`src/rtl/mem_stage_sram_ctrl_if.sv`:
```
// SRAM bus between the MEM-stage controller and an external single-port SRAM.
//   master : controller side, drives address, write data and the active-low strobes
//   slave  : SRAM side, returns read data
// Ports carried:
//   sram_addr  [ADDR_W] word address      sram_wdata [32] store data
//   sram_rdata [32]     load data         sram_ce_n / sram_we_n / sram_oe_n  strobes
interface mem_stage_sram_ctrl_if #(
  parameter int unsigned ADDR_W = 16
);
  logic [ADDR_W-1:0] sram_addr;
  logic [31:0]       sram_wdata;
  logic [31:0]       sram_rdata;
  logic              sram_ce_n;
  logic              sram_we_n;
  logic              sram_oe_n;

  modport master (
    output sram_addr, sram_wdata, sram_ce_n, sram_we_n, sram_oe_n,
    input  sram_rdata
  );

  modport slave (
    input  sram_addr, sram_wdata, sram_ce_n, sram_we_n, sram_oe_n,
    output sram_rdata
  );
endinterface

```
`src/rtl/mem_stage_sram_ctrl.sv`:
```
// MEM stage of the ARM pipeline. Runs LDR/STR against a single-port SRAM with a fixed
// number of access cycles and drops ready while an access is in flight so the
// upstream stages freeze. WB controls, ALU result and Dest pass straight through.
// Ports:
//   clk, rst_n                 clock, async active-low reset
//   WB_EN_in .. Dest_in        EXE/MEM register outputs
//   WB_EN, MEM_R_EN,
//   ALU_result, Dest           combinational passthroughs to MEM/WB
//   Mem_read_value             registered load data
//   ready                      0 = freeze the pipeline
//   sram                       SRAM bus (master side)
//   addr_err                   only with MEM_RANGE_CHECK_EN: out-of-range access in IDLE
// Optional feature macro: MEM_RANGE_CHECK_EN (address range check instead of wrap).
module mem_stage_sram_ctrl #(
  parameter int unsigned DATA_BASE   = 1024,
  parameter int unsigned ADDR_W      = 16,
  parameter int unsigned WAIT_CYCLES = 4
) (
  input  logic        clk,
  input  logic        rst_n,
  input  logic        WB_EN_in,
  input  logic        MEM_R_EN_in,
  input  logic        MEM_W_EN_in,
  input  logic [31:0] ALU_result_in,
  input  logic [31:0] Val_Rm_in,
  input  logic [3:0]  Dest_in,
  output logic        WB_EN,
  output logic        MEM_R_EN,
  output logic [31:0] ALU_result,
  output logic [3:0]  Dest,
  output logic [31:0] Mem_read_value,
  output logic        ready,
`ifdef MEM_RANGE_CHECK_EN
  output logic        addr_err,
`endif
  mem_stage_sram_ctrl_if.master sram
);

  if (WAIT_CYCLES == 0) begin : gen_bad_wait
    $error("mem_stage_sram_ctrl: WAIT_CYCLES must be >= 1");
  end
  if (ADDR_W < 1 || ADDR_W > 29) begin : gen_bad_addr_w
    $error("mem_stage_sram_ctrl: ADDR_W must be in 1..29");
  end

  localparam int unsigned CntW = (WAIT_CYCLES > 1) ? $clog2(WAIT_CYCLES) : 1;
  localparam logic [CntW-1:0] LastCnt = CntW'(WAIT_CYCLES - 1);

  localparam logic [1:0] IDLE = 2'd0;
  localparam logic [1:0] BUSY = 2'd1;
  localparam logic [1:0] DONE = 2'd2;

  logic [1:0]        state_q;
  logic [CntW-1:0]   cnt_q;
  logic              load_q;
  logic [31:0]       rdata_q;
  logic [ADDR_W-1:0] addr_q;
  logic [31:0]       wdata_q;
  logic              ce_n_q, we_n_q, oe_n_q;

  logic        req;
  logic        is_store;
  logic [31:0] offset;
  logic        range_bad;
  logic        unused_offset;

  assign WB_EN      = WB_EN_in;
  assign MEM_R_EN   = MEM_R_EN_in;
  assign ALU_result = ALU_result_in;
  assign Dest       = Dest_in;

  assign req      = MEM_R_EN_in | MEM_W_EN_in;
  // Both enables set counts as a store.
  assign is_store = MEM_W_EN_in;
  assign offset   = ALU_result_in - 32'(DATA_BASE);

`ifdef MEM_RANGE_CHECK_EN
  assign range_bad     = |offset[31:ADDR_W+2];
  assign unused_offset = ^offset[1:0];
  assign addr_err      = rst_n & (state_q == IDLE) & req & range_bad;
`else
  // Upper offset bits are dropped: the address wraps modulo 2^ADDR_W words.
  assign range_bad     = 1'b0;
  assign unused_offset = ^{offset[31:ADDR_W+2], offset[1:0]};
`endif

  always_comb begin
    ready = 1'b1;
    if (rst_n) begin
      case (state_q)
        IDLE:    ready = ~req | range_bad;
        BUSY:    ready = 1'b0;
        default: ready = 1'b1;
      endcase
    end
  end

  always_ff @(posedge clk or negedge rst_n) begin
    if (!rst_n) begin
      state_q <= IDLE;
      cnt_q   <= '0;
      load_q  <= 1'b0;
      rdata_q <= '0;
      addr_q  <= '0;
      wdata_q <= '0;
      ce_n_q  <= 1'b1;
      we_n_q  <= 1'b1;
      oe_n_q  <= 1'b1;
    end else begin
      case (state_q)
        IDLE: begin
          if (req && !range_bad) begin
            addr_q  <= offset[ADDR_W+1:2];
            wdata_q <= Val_Rm_in;
            ce_n_q  <= 1'b0;
            we_n_q  <= ~is_store;
            oe_n_q  <= is_store;
            load_q  <= ~is_store;
            cnt_q   <= '0;
            state_q <= BUSY;
          end else if (req && !is_store) begin
            // Out-of-range load returns zero without touching the SRAM.
            rdata_q <= '0;
          end
        end
        BUSY: begin
          cnt_q <= cnt_q + 1'b1;
          if (cnt_q == LastCnt) begin
            if (load_q) rdata_q <= sram.sram_rdata;
            ce_n_q  <= 1'b1;
            we_n_q  <= 1'b1;
            oe_n_q  <= 1'b1;
            state_q <= DONE;
          end
        end
        // One ready cycle lets the pipeline advance before the next instruction is seen.
        DONE:    state_q <= IDLE;
        default: state_q <= IDLE;
      endcase
    end
  end

  assign Mem_read_value  = rdata_q;
  assign sram.sram_addr  = addr_q;
  assign sram.sram_wdata = wdata_q;
  assign sram.sram_ce_n  = ce_n_q;
  assign sram.sram_we_n  = we_n_q;
  assign sram.sram_oe_n  = oe_n_q;

endmodule

```
`src/flat_wrapper.sv`:
```
// flat-port wrapper written by rule: the top's interface ports become plain ports
module mem_stage_sram_ctrl_flat 
#(
  parameter int unsigned DATA_BASE   = 1024,
  parameter int unsigned ADDR_W      = 16,
  parameter int unsigned WAIT_CYCLES = 4
)
  (clk, rst_n, WB_EN_in, MEM_R_EN_in, MEM_W_EN_in, ALU_result_in, Val_Rm_in, Dest_in, WB_EN, MEM_R_EN, ALU_result, Dest, Mem_read_value, ready, sram_sram_addr, sram_sram_wdata, sram_sram_ce_n, sram_sram_we_n, sram_sram_oe_n, sram_sram_rdata);
  mem_stage_sram_ctrl_if #(.ADDR_W(ADDR_W)) sram_i ();
  input  logic clk;
  input  logic rst_n;
  input  logic WB_EN_in;
  input  logic MEM_R_EN_in;
  input  logic MEM_W_EN_in;
  input  logic [31:0] ALU_result_in;
  input  logic [31:0] Val_Rm_in;
  input  logic [3:0] Dest_in;
  output logic WB_EN;
  output logic MEM_R_EN;
  output logic [31:0] ALU_result;
  output logic [3:0] Dest;
  output logic [31:0] Mem_read_value;
  output logic ready;
  output wire logic [$bits(sram_i.sram_addr)-1:0] sram_sram_addr;
  output wire logic [$bits(sram_i.sram_wdata)-1:0] sram_sram_wdata;
  output wire logic [$bits(sram_i.sram_ce_n)-1:0] sram_sram_ce_n;
  output wire logic [$bits(sram_i.sram_we_n)-1:0] sram_sram_we_n;
  output wire logic [$bits(sram_i.sram_oe_n)-1:0] sram_sram_oe_n;
  input wire logic [$bits(sram_i.sram_rdata)-1:0] sram_sram_rdata;
  assign sram_sram_addr = sram_i.sram_addr;
  assign sram_sram_wdata = sram_i.sram_wdata;
  assign sram_sram_ce_n = sram_i.sram_ce_n;
  assign sram_sram_we_n = sram_i.sram_we_n;
  assign sram_sram_oe_n = sram_i.sram_oe_n;
  assign sram_i.sram_rdata = sram_sram_rdata;
  mem_stage_sram_ctrl #(.DATA_BASE(DATA_BASE), .ADDR_W(ADDR_W), .WAIT_CYCLES(WAIT_CYCLES)) u_core (.clk(clk), .rst_n(rst_n), .WB_EN_in(WB_EN_in), .MEM_R_EN_in(MEM_R_EN_in), .MEM_W_EN_in(MEM_W_EN_in), .ALU_result_in(ALU_result_in), .Val_Rm_in(Val_Rm_in), .Dest_in(Dest_in), .WB_EN(WB_EN), .MEM_R_EN(MEM_R_EN), .ALU_result(ALU_result), .Dest(Dest), .Mem_read_value(Mem_read_value), .ready(ready), .sram(sram_i));
endmodule
```
`config.mk`:
```
export PLATFORM = sky130hd
export DESIGN_NAME = mem_stage_sram_ctrl_flat
export DESIGN_NICKNAME = d
export VERILOG_FILES = /design/src/rtl/mem_stage_sram_ctrl_if.sv /design/src/rtl/mem_stage_sram_ctrl.sv /design/src/flat_wrapper.sv
export SDC_FILE = /design/constraint.sdc
export NUM_CORES = 1
export LEC_CHECK = 0
export CAP_MARGIN = 10
export CORE_MARGIN = 2
export CORE_UTILIZATION = 41
export CTS_CLUSTER_SIZE = 30
export DETAILED_ROUTE_END_ITERATION = 16
export GPL_TIMING_DRIVEN = 0
export PLACE_DENSITY = 0.94
export SKIP_LAST_GASP = 1
export SLEW_MARGIN = 20
export SYNTH_ARGS = -nofsm -noshare
export SYNTH_HDL_FRONTEND = slang
export SYNTH_SLANG_ARGS = --single-unit
```
`constraint.sdc`:
```
create_clock -name clk -period 3.1 [get_ports clk]
set_clock_uncertainty 0.1 [all_clocks]
set_input_delay 0.62 -clock clk [delete_from_list [all_inputs] [get_ports clk]]
set_output_delay 0.62 -clock clk [all_outputs]
set_load 0.02 [all_outputs]
```
==> key figures, run 1 <==
Timing
  • Final Setup Violations: 0
  • Final worst-path cycle share: 94.4%
  • Fmax achieved: 342 MHz
  • Final hold viol count: 0
  • Max_slew headroom: 59.9%
  • WHS: 157 ps
  • Minimum clock period: 2930 ps
  • Unrepaired setup endpoints after global routing: no
  • Final Max Tran Viols: 0
  • Worst-margin pin slew: about 600 ps

Synthesis
  • Number of synthesized flops with an enable pin: 0
  • Register area share after synthesis: a little under three fifths
  • Most common library cells after synthesis: dfrtp_1 (85), nand2_1 (68), buf_4 (38)
  • Yosys top cell area share: 53.3%
  • Synth Flop Type: dfrtp_1
  • Seq cells post-synth: 88
  • Top cells by area, synth: dfrtp_1 (53%), mux2_4 (13%), buf_4 (7.1%), nand2_1 (6.4%), o21ai_0 (3.5%)
  • Warning count from the yosys run: 0
  • Area leader, netlist: dfrtp_1
  • Synthesized Nets: 446
  • Top-count cell post-synth: dfrtp_1
  • Fraction of registers with async set/reset: between 90% and 100%
  • Syn Std Cell Area: 3990 µm²
  • Synth unique cells: 35
  • Cells after Synth: 339
  • Syn_area_per_cell: ~12 µm²

Drt
  • Pre-antenna DRT Iters: 4
  • Via count: 3231
  • Initial drt markers: 84
  • DRC Markers: 0
  • Final ANT Viol Nets: 0
  • Detailed-route wire length: between 10 and 15 mm
  • Via density: 4.66
  • Routed length per instance: 15.4 µm

Worst setup path
  • Crit path kind: in2out
  • CP Launch Point: MEM_W_EN_in
  • Req. time, crit path: 2380 ps
  • R2r startpoint: u_core.state_q[1]$_DFFE_PN0P_
  • Crit path to: ready
  • Critical Path AT: around 2200 ps
  • RR Endpoint: u_core.sram.sram_wdata[28]$_DFFE_PN0P_
  • Reg-to-reg slack, setup: approximately 1300 ps
  • Crit path max fanout: 5
  • Critical Path End Type: output port
  • CP startpoint kind: input pin
  • R2R depth: 6

Floorplan
  • Full die area: 10500 µm²
  • Starting Density: 41.6%
  • I/O pin cnt: 227
  • Core ar.: 9590 µm²
  • Die width: approximately 100 µm
  • Site row count: 36
  • Height of the die: 103 µm

Global routing
  • Overall routing resource usage: 20.3%
  • Initial antenna violation count: 0
  • Vias in the first global route: 3379
  • Largest net degree at the start of global routing: 48
  • Total gr overflow: 0
  • Global-route wire length before repair: 16.4 mm

CTS
  • Resized cells post-CTS: 0
  • CTS tree: built
  • Worst skew pair latency: 350 ps
  • H-tree depth: 3
  • CTS Buffer Depth: 2
  • Clock Sinks: 88
  • Clk root buf: clkbuf_8
  • CTS buffer count: 9
  • Hold Buf Count CTS: 0
  • Worst-path clk slew: 90 ps
  • Post-CTS setup buffer count: 0

Cells and area
  • Nets@finish: 663
  • # diodes: 0
  • Layout cells sized above 1: about a fifth
  • Area grow syn2layout: 60.9%
  • Post-layout util: 67.0%

Power
  • Pwr Density: 986 nW/µm²
  • Worst VDD drop: just under 0.5 mV
  • Lkg Pwr: 0.00284 µW

Place
  • Hpwl dp: 8.35 mm
  • Port bufs: 205
  • Final GP Congestion: 0.759

Status
  • Status: finished, final reports clean

Job
  • Max-cap check violation count: 0

Min path
  • Worst hold path class: in2async
## critical path, stage by stage
cell,delay [ps]
clkdlybuf4s50_1,490
nor3_1,310
nor2_1,70
nand2_1,80
clkdlybuf4s50_1,630
## worst min-delay path by stage
stage / end / from / depth (start not counted)
after floorplan: u_core.Mem_read_value[0]$_DFFE_PN0P_ / rst_n / 0
after detailed placement: u_core.Mem_read_value[7]$_DFFE_PN0P_ / u_core.Mem_read_value[7]$_DFFE_PN0P_ / 2
after global routing: u_core.sram.sram_wdata[23]$_DFFE_PN0P_ / rst_n / 1
final: u_core.sram.sram_wdata[16]$_DFFE_PN0P_ / rst_n / 1
after CTS: u_core.Mem_read_value[18]$_DFFE_PN0P_ / rst_n / 1
after global placement: u_core.Mem_read_value[17]$_DFFE_PN0P_ / u_core.Mem_read_value[17]$_DFFE_PN0P_ / 2
## cells by family (layout without fill, tap and decap cells)
group | Yosys count | count (layout) | synth area share, %
buffers and inverters | 61 | 283 | 11.2
XOR/XNOR | 2 | 2 | 0.439
AND/OR/NAND/NOR | 86 | 86 | 9.34
multiplexers | 43 | 43 | 15.4
AO/OA/AOI/OAI | 57 | 57 | 7.74
adder cells (fa/ha/maj) | 2 | 2 | 0.626
flip-flops | 88 | 88 | 55.2
## state kept, by name, summed over array words and instances, names as in the netlist
signal	flops
u_core.Mem_read_value	32
u_core.cnt_q	2
u_core.load_q	1
u_core.sram.sram_addr	16
u_core.sram.sram_ce_n	1
u_core.sram.sram_oe_n	1
u_core.sram.sram_wdata	32
u_core.sram.sram_we_n	1
u_core.state_q	2
## stage by stage
step	cell area, µm²	setup slack [ps]	std cells	TNS (ps)	power, µW
global route	6430	31.9	694	0	6720
floorplan	3990	1190	339	0	3970
global placement	6210	-2340	677	-153920	5450
detailed placement	6230	173	678	0	5590
CTS	6430	184	694	0	6400
finish	6430	172	694	0	6340
## power breakdown
group | internal (µW) | switching (µW) | leakage (µW)
registers | 1730 | 326 | 0.00104
clock network | 372 | 416 | 0.0000952
logic | 1830 | 1660 | 0.00170
total | 3930 | 2410 | 0.00284
## layout make-up
class | instances | area, µm²
inverter | 5 | 18.8
timing repair buffer | 206 | 2070
clock inverter | 7 | 72.6
sequential | 88 | 2210
tap | 133 | 166
clock buffer | 9 | 124
fill | 748 | 3170
multi-input combinational | 190 | 1340
buffer | 56 | 430
## layout by cell type, fill, tap and decap left out, drive strengths merged
master and count:
buf 51, nand4b 1, nor3 1, o22a 1
clkinv 4, o32a 1, or2 1, mux2 42
a31oi 4, a21o 1, or4 2, a21boi 1
bufinv 1, clkdlybuf4s50 204, dfstp 3, nor2b 1
clkbuf 16, xnor2 2, nand2 68, inv 5
a21oi 10, mux2i 1, nand2b 3, or3 3
clkinvlp 2, nor3b 1, ha 2, and2 1
dfrtp 85, nor2 4, o21ai 37, o31ai 2
## metal layers
layer  part of all wire [%]  vias up  track usage (%)
met1                     39     1542             23.1
met3                    7.4       17             5.08
met5                      0        -                0
met4                    1.8        0             8.21
li1                       -     1533                -
met2                     52      139             36.6
Note: power is estimated with default switching activity, not from simulation.
==> run 2, diff against run 1 <==
--- a/config.mk
+++ b/config.mk
@@ -10,6 +10,7 @@
 export CORE_UTILIZATION = 41
 export CTS_CLUSTER_SIZE = 30
 export DETAILED_ROUTE_END_ITERATION = 16
+export GPL_ROUTABILITY_DRIVEN = 0
 export GPL_TIMING_DRIVEN = 0
 export PLACE_DENSITY = 0.94
 export SKIP_LAST_GASP = 1
==> results of run 2 <==
Same layout as run 1: the final DEF is identical, and so are final timing and power.
==> run 3, diff against run 2 <==
--- a/config.mk
+++ b/config.mk
@@ -11,7 +11,7 @@
 export CTS_CLUSTER_SIZE = 30
 export DETAILED_ROUTE_END_ITERATION = 16
 export GPL_ROUTABILITY_DRIVEN = 0
-export GPL_TIMING_DRIVEN = 0
+export GPL_TIMING_DRIVEN = 1
 export PLACE_DENSITY = 0.94
 export SKIP_LAST_GASP = 1
 export SLEW_MARGIN = 20
==> run 3 against run 2 <==
Effect of this change: routed wire length decreased by 8.0%; critical path depth unchanged; first-iteration DRC count decreased by 42%; largest power group unchanged; hold slack improved by 83 ps; sequential cell count unchanged; highest routed layer unchanged; count of clock-buffer cells in the layout increased by 5; clock power decreased by 2%; non-clock buffer count decreased by 69; utilization decreased by 6.0 points; global-route usage decreased by 1.5 points; fmax about the same.
==> key figures, run 3 (synthesized netlist as in run 1, its figures left out) <==
Status
  • Status: finished, final reports clean

Worst setup path
  • Crit path top cell by count: clkdlybuf4s50_1
  • Max incr delay on CP: 600 ps
  • Top delay family on crit path: buffers and inverters
  • Critical Path AT: 2210 ps
  • Slowest CP cell: clkdlybuf4s50_1
  • R2r startpoint: u_core.state_q[0]$_DFFE_PN0P_
  • RR Endpoint: u_core.sram.sram_wdata[2]$_DFFE_PN0P_
  • Crit path kind: in2out
  • Critical path, cell by cell: clkdlybuf4s50_1, nor3_1, nor2_1, nand2_1, clkdlybuf4s50_1
  • Critical Path End Type: output port
  • Req. time, crit path: about 2400 ps
  • Reg-to-reg slack, setup: 1260 ps
  • Crit path max fanout: 3
  • Number of buffers and inverters on the critical path: 2
  • R2R depth: 4
  • CP startpoint kind: input pin

Place
  • Number of instances in the placed design: 609
  • Post-Place Cell Area: 5650 µm²
  • Port bufs: about 180
  • Hpwl dp: around 7.5 mm

Timing
  • Fmax achieved: roughly 340 MHz
  • Minimum clock period: 2930 ps
  • Setup TNS: 0 ps
  • Worst-margin pin slew: 590 ps
  • Unrepaired setup endpoints after global routing: no
  • Final Max Tran Viols: 0
  • Max_slew headroom: 60.7%
  • Final worst-path cycle share: 94.5%
  • Final Setup Violations: 0
  • Final hold viol count: 0

Cells and area
  • Fin area: roughly 5900 µm²
  • Most frequent cells in the layout: clkdlybuf4s50_1 (183), dfrtp_1 (85), nand2_1 (68), mux2_4 (35), o21ai_0 (28)
  • Post-layout util: 61.0%
  • Final Non-Filler Cells: around 630
  • Area grow syn2layout: 46.6%
  • Commonest non-fill, non-tap cell in the layout: clkdlybuf4s50_1
  • Layout cells sized above 1: 13.8%
  • # diodes: 0
  • Nets@finish: 594

Global routing
  • Overall routing resource usage: approximately a fifth
  • Total gr overflow: 0
  • Global-route wire length before repair: 15.3 mm
  • Most Used Layer, Global Route: met2
  • Initial antenna violation count: 0
  • Met3 Use GR: under 10%
  • GR Util met1: 21.3%
  • Vias in the first global route: 3113
  • Largest net degree at the start of global routing: 65
  • GRT met2 Usage: 33.6%

Drt
  • Via density: 4.70
  • Routed length per instance: 15.7 µm
  • Via count: between 2000 and 3000
  • Detailed-route wire length: 9.84 mm
  • Initial drt markers: a little under 50
  • Final ANT Viol Nets: 0
  • Pre-antenna DRT Iters: 4
  • DRC Markers: 0

Floorplan
  • Height of the die: about 100 µm
  • Core ar.: 9590 µm²
  • Full die area: 10500 µm²
  • Starting Density: 41.6%
  • Site row count: 36
  • I/O pin cnt: 227
  • Die width: a little over 100 µm

CTS
  • Clock Sinks: 88
  • Post-CTS setup buffer count: 0
  • H-tree depth: 3
  • Clk root buf: clkbuf_8
  • Worst-path clk slew: 90 ps
  • Worst skew pair latency: 340 ps
  • CTS buffer count: 9
  • CTS Buffer Depth: 2
  • Hold Buf Count CTS: 0
  • CTS tree: built
  • Resized cells post-CTS: 0

Job
  • Max-cap check violation count: 0

Power
  • Pwr Density: roughly 1100 nW/µm²
  • Worst VDD drop: 0.653 mV
  • Lkg Pwr: 0.00256 µW
  • Total power: 6150 µW

Min path
  • Worst hold path class: in2async
-- run 3: cell count changes in the layout (fill, tap and decap cells not counted), sizes merged --
| cell | before | now |
|---|---|---|
| clkbuf | 16 | 14 |
| buf | 51 | 10 |
| clkinvlp | 2 | 0 |
| clkdlybuf4s50 | 204 | 183 |
| clkinv | 4 | 2 |
| bufinv | 1 | 0 |
-- run 3: metrics by stage --
| step | setup slack (ps) | hold slack [ps] |
|---|---|---|
| 2_1_floorplan | 1190 | 224 |
| 3_3_place_gp | 165 | 363 |
| 3_5_place_dp | 150 | 372 |
| 4_1_cts | 150 | 252 |
| 5_1_grt | 82.2 | 275 |
| 6_report | 171 | 240 |
-- run 3: report_power, final --
| group | leakage, µW | switching, µW | internal (µW) |
|---|---|---|---|
| sequential | 0.00104 | 354 | 1740 |
| combinational | 0.00141 | 1580 | 1710 |
| clock | 0.000108 | 375 | 399 |
| total | 0.00256 | 2300 | 3850 |
-- run 3: area by class of cell --
class | count | area (µm²)
clock buffers | 14 | 193
well taps | 133 | 166
multi-input cells | 190 | 1340
fillers | 816 | 3740
inverters | 5 | 18.8
clock inverters | 2 | 10.0
repair buffers | 193 | 1920
flip-flops and latches | 88 | 2210
-- run 3: layer usage --
layer  vias to the layer above  routed length (µm)
met1                      1402                3700
met4                         0                 189
met5                         -                   0
met2                       123                5220
li1                       1387                   -
met3                        23                 729
-- run 3: worst max-delay path by stage --
| stage | startpoint | endpoint | depth (start not counted) |
|---|---|---|---|
| 3_3_place_gp | MEM_W_EN_in | ready | 5 |
| 2_1_floorplan | MEM_W_EN_in | u_core.sram.sram_addr[11]$_DFFE_PN0P_ | 6 |
| 4_1_cts | MEM_W_EN_in | ready | 5 |
| 3_5_place_dp | MEM_W_EN_in | ready | 5 |
| 5_1_grt | MEM_W_EN_in | ready | 5 |
| 6_report | MEM_W_EN_in | ready | 5 |
==> RTL edit (settings of run 3) <==
`WAIT_CYCLES` is set to 4 in 2 places; all go to 8.
--- a/src/rtl/mem_stage_sram_ctrl.sv
+++ b/src/rtl/mem_stage_sram_ctrl.sv
@@ -14,7 +14,7 @@
 module mem_stage_sram_ctrl #(
   parameter int unsigned DATA_BASE   = 1024,
   parameter int unsigned ADDR_W      = 16,
-  parameter int unsigned WAIT_CYCLES = 4
+  parameter int unsigned WAIT_CYCLES = 8
 ) (
   input  logic        clk,
   input  logic        rst_n,
--- a/src/flat_wrapper.sv
+++ b/src/flat_wrapper.sv
@@ -3,7 +3,7 @@
 #(
   parameter int unsigned DATA_BASE   = 1024,
   parameter int unsigned ADDR_W      = 16,
-  parameter int unsigned WAIT_CYCLES = 4
+  parameter int unsigned WAIT_CYCLES = 8
 )
   (clk, rst_n, WB_EN_in, MEM_R_EN_in, MEM_W_EN_in, ALU_result_in, Val_Rm_in, Dest_in, WB_EN, MEM_R_EN, ALU_result, Dest, Mem_read_value, ready, sram_sram_addr, sram_sram_wdata, sram_sram_ce_n, sram_sram_we_n, sram_sram_oe_n, sram_sram_rdata);
   mem_stage_sram_ctrl_if #(.ADDR_W(ADDR_W)) sram_i ();
Formal check against the unedited RTL: not equivalent (Yosys sat finds a counterexample within 10 cycles, from zero or initial values and one cycle with rst_n low).
==> RTL edit against run 3 <==
Sequential cell count is 1 higher. Setup slack gained 0.014 ns. Clock power up 7.1%. Area after synthesis increased by 1.1%. Final area grew 0.51%. Utilization down 0.26 points. Routed wire length fell by 5.1%. Synthesized cell count increased by 0.59%. Total power fell by 2.2%. Largest cell class unchanged. Largest power group unchanged.
==> RTL edit: results (changes against run 3) <==
.. list-table::
   :header-rows: 1

   * - Metric
     - Value
   * - Critical path fanouts, max
     - 6 (was 3)
   * - Number of antenna violations at the first check in global routing
     - 0 (unchanged)
   * - Class of the tightest hold or removal check
     - in2async (unchanged)
   * - Count of placed standard cells including taps
     - 607 (was 609)
   * - Per-cell routed wire length
     - 14.99 microns (was 15.74 microns)
   * - Reg2reg end
     - u_core.sram.sram_addr[1] (was u_core.sram.sram_wdata[2])
   * - Mux cell area share after synthesis
     - 15.21% (was 15.38%)
   * - Sum of net half-perimeters after detailed placement
     - 6977 microns (was 7508 microns)
   * - R2R Path Start
     - u_core.state_q[0] (unchanged)
   * - Worst-case register-to-register setup slack
     - 1.19 ns (was 1.26 ns)
   * - Static Leak
     - 2.597 nW (was 2.565 nW)
   * - Number of different library cells in the post-synthesis netlist
     - 37 (was 35)
   * - Wire length of the first global-routing pass
     - 14320 microns (was 15350 microns)
   * - Number of cells produced by synthesis
     - 341 (was 339)
   * - Worst-case clock buffer depth
     - 2 (unchanged)
   * - Global route total overflow
     - 0 (unchanged)
   * - Final layout net count
     - 593 (was 594)
   * - Result of the run
     - completed (unchanged)
   * - Ranking of synthesized cells by instance count
     - 86 x dfrtp_1, 66 x nand2_1, 38 x buf_4, 35 x mux2_4, 30 x o21ai_0 (was 85 x dfrtp_1, 68 x nand2_1, 38 x buf_4, 35 x mux2_4, 28 x o21ai_0)
   * - Sequential element share of the synthesized area
     - 55.24% (was 55.23%)
   * - Critical path origin
     - MEM_R_EN_in (was MEM_W_EN_in)
   * - Filler cells
     - 797 (was 816)
   * - XOR/XNOR share of the synthesized area
     - 0.4337% (was 0.4386%)
   * - Number of DRC markers after the initial detailed-route iteration
     - 63 (was 49)
   * - Reported net switching power
     - 2.201 mW (was 2.305 mW)
   * - H-Tree Level Count
     - 3 (unchanged)
   * - Arrival time at the worst endpoint
     - 2.19 ns (was 2.21 ns)
   * - Post-CTS setup buffer count
     - 0 (unchanged)
   * - Post-synth net total
     - 449 (was 446)
   * - Compound-Gate Fraction of Synth Area
     - 7.962% (was 7.738%)
   * - Fraction of layout cells with a size suffix above 1
     - 13.27% (was 13.82%)
   * - Non-filler instance count after layout
     - 623 (was 625)
   * - Adder-Cell Fraction of Synth Area
     - 0.9294% (was 0.6266%)
   * - Actual transition at the worst max-transition pin
     - 0.5846 ns (was 0.5901 ns)
   * - Worst IR Drop VDD
     - 0.5080 mV (was 0.6532 mV)
   * - Number of global-route vias before repair
     - 2991 (was 3113)
   * - Number of vias per cell after detailed routing
     - 4.751 (was 4.696)
   * - Largest cells by area after synthesis
     - dfrtp_1 53%, mux2_4 13%, buf_4 7.1% (unchanged)
   * - Global routing usage summed across all routing layers
     - 17.40% (was 18.84%)
   * - Worst setup path endpoint
     - ready (unchanged)
RTL edit: cell types whose count changed after synthesis, moves of 2 or more:
| cell | before | now |
|---|---|---|
| clkbuf_1 | 7 | 10 |
| nand2_1 | 68 | 66 |
| buf_2 | 5 | 2 |
| o21ai_1 | 9 | 6 |
| a22o_1 | 0 | 2 |
| o21ai_0 | 28 | 30 |
RTL edit: stage by stage:
stage | utilization [%] | setup slack, ns | hold WS [ns] | area (sq um)
after floorplan | - | 1.192 | 0.2244 | 4039
after global placement | 58.55 | 0.1913 | 0.3623 | 5670
after detailed placement | 58.55 | 0.1821 | 0.3700 | 5670
after CTS | 60.76 | 0.1816 | 0.2984 | 5884
after global routing | 60.76 | 0.05684 | 0.3167 | 5884
final | 60.76 | 0.1854 | 0.2836 | 5884
RTL edit: area by class of cell:
cell class / count / area share (%)
clock inverters: 5 / 1.063
multi-input cells: 191 / 23.20
clock buffers: 11 / 2.573
flip-flops and latches: 89 / 37.91
repair buffers: 189 / 32.11
inverters: 5 / 0.3189
well taps: 133 / 2.828
RTL edit: critical path, stage by stage:
cell and delay [ns]:
clkdlybuf4s50_1 0.50, nor3_1 0.29, nor2_1 0.10, nand2_1 0.08, clkdlybuf4s50_1 0.60
RTL edit: logic make-up after synthesis:
family,after synthesis
flops,89
simple gates,85
buf+inv,61
compound gates,58
mux,43
fa+ha+maj,3
xor+xnor,2
RTL edit: how the worst min path moves through the flow:
stage	startpoint	end	slack (ns)	cells past startpoint
finish	rst_n	u_core.Mem_read_value[11]	0.28	2
global route	rst_n	u_core.Mem_read_value[31]	0.32	2
CTS	rst_n	u_core.Mem_read_value[2]	0.30	2
detailed placement	u_core.Mem_read_value[15]	u_core.Mem_read_value[15]	0.37	2
global placement	u_core.Mem_read_value[8]	u_core.Mem_read_value[8]	0.36	2
floorplan	rst_n	u_core.Mem_read_value[0]	0.22	0
RTL edit: metal layers:
layer  vias up  share of wire [%]  wire length [microns]  global-route usage [%]
met5         -                  0                      0                       0
met4         0                1.3                    118                   5.061
met3        12                8.0                    750                   5.914
met2       128                 50                   4711                   30.32
met1      1429                 40                   3761                   20.45
li1       1391                  -                      -                       -
RTL edit: power by group through the flow:
stage | logic, mW | registers [mW] | clock network [mW]
final | 3.11 | 2.08 | 0.829
after CTS | 3.15 | 2.09 | 0.861
after detailed placement | 3.14 | 2.10 | 0
after global routing | 3.33 | 2.15 | 0.901
after floorplan | 1.13 | 2.72 | 0
after global placement | 3.06 | 2.06 | 0
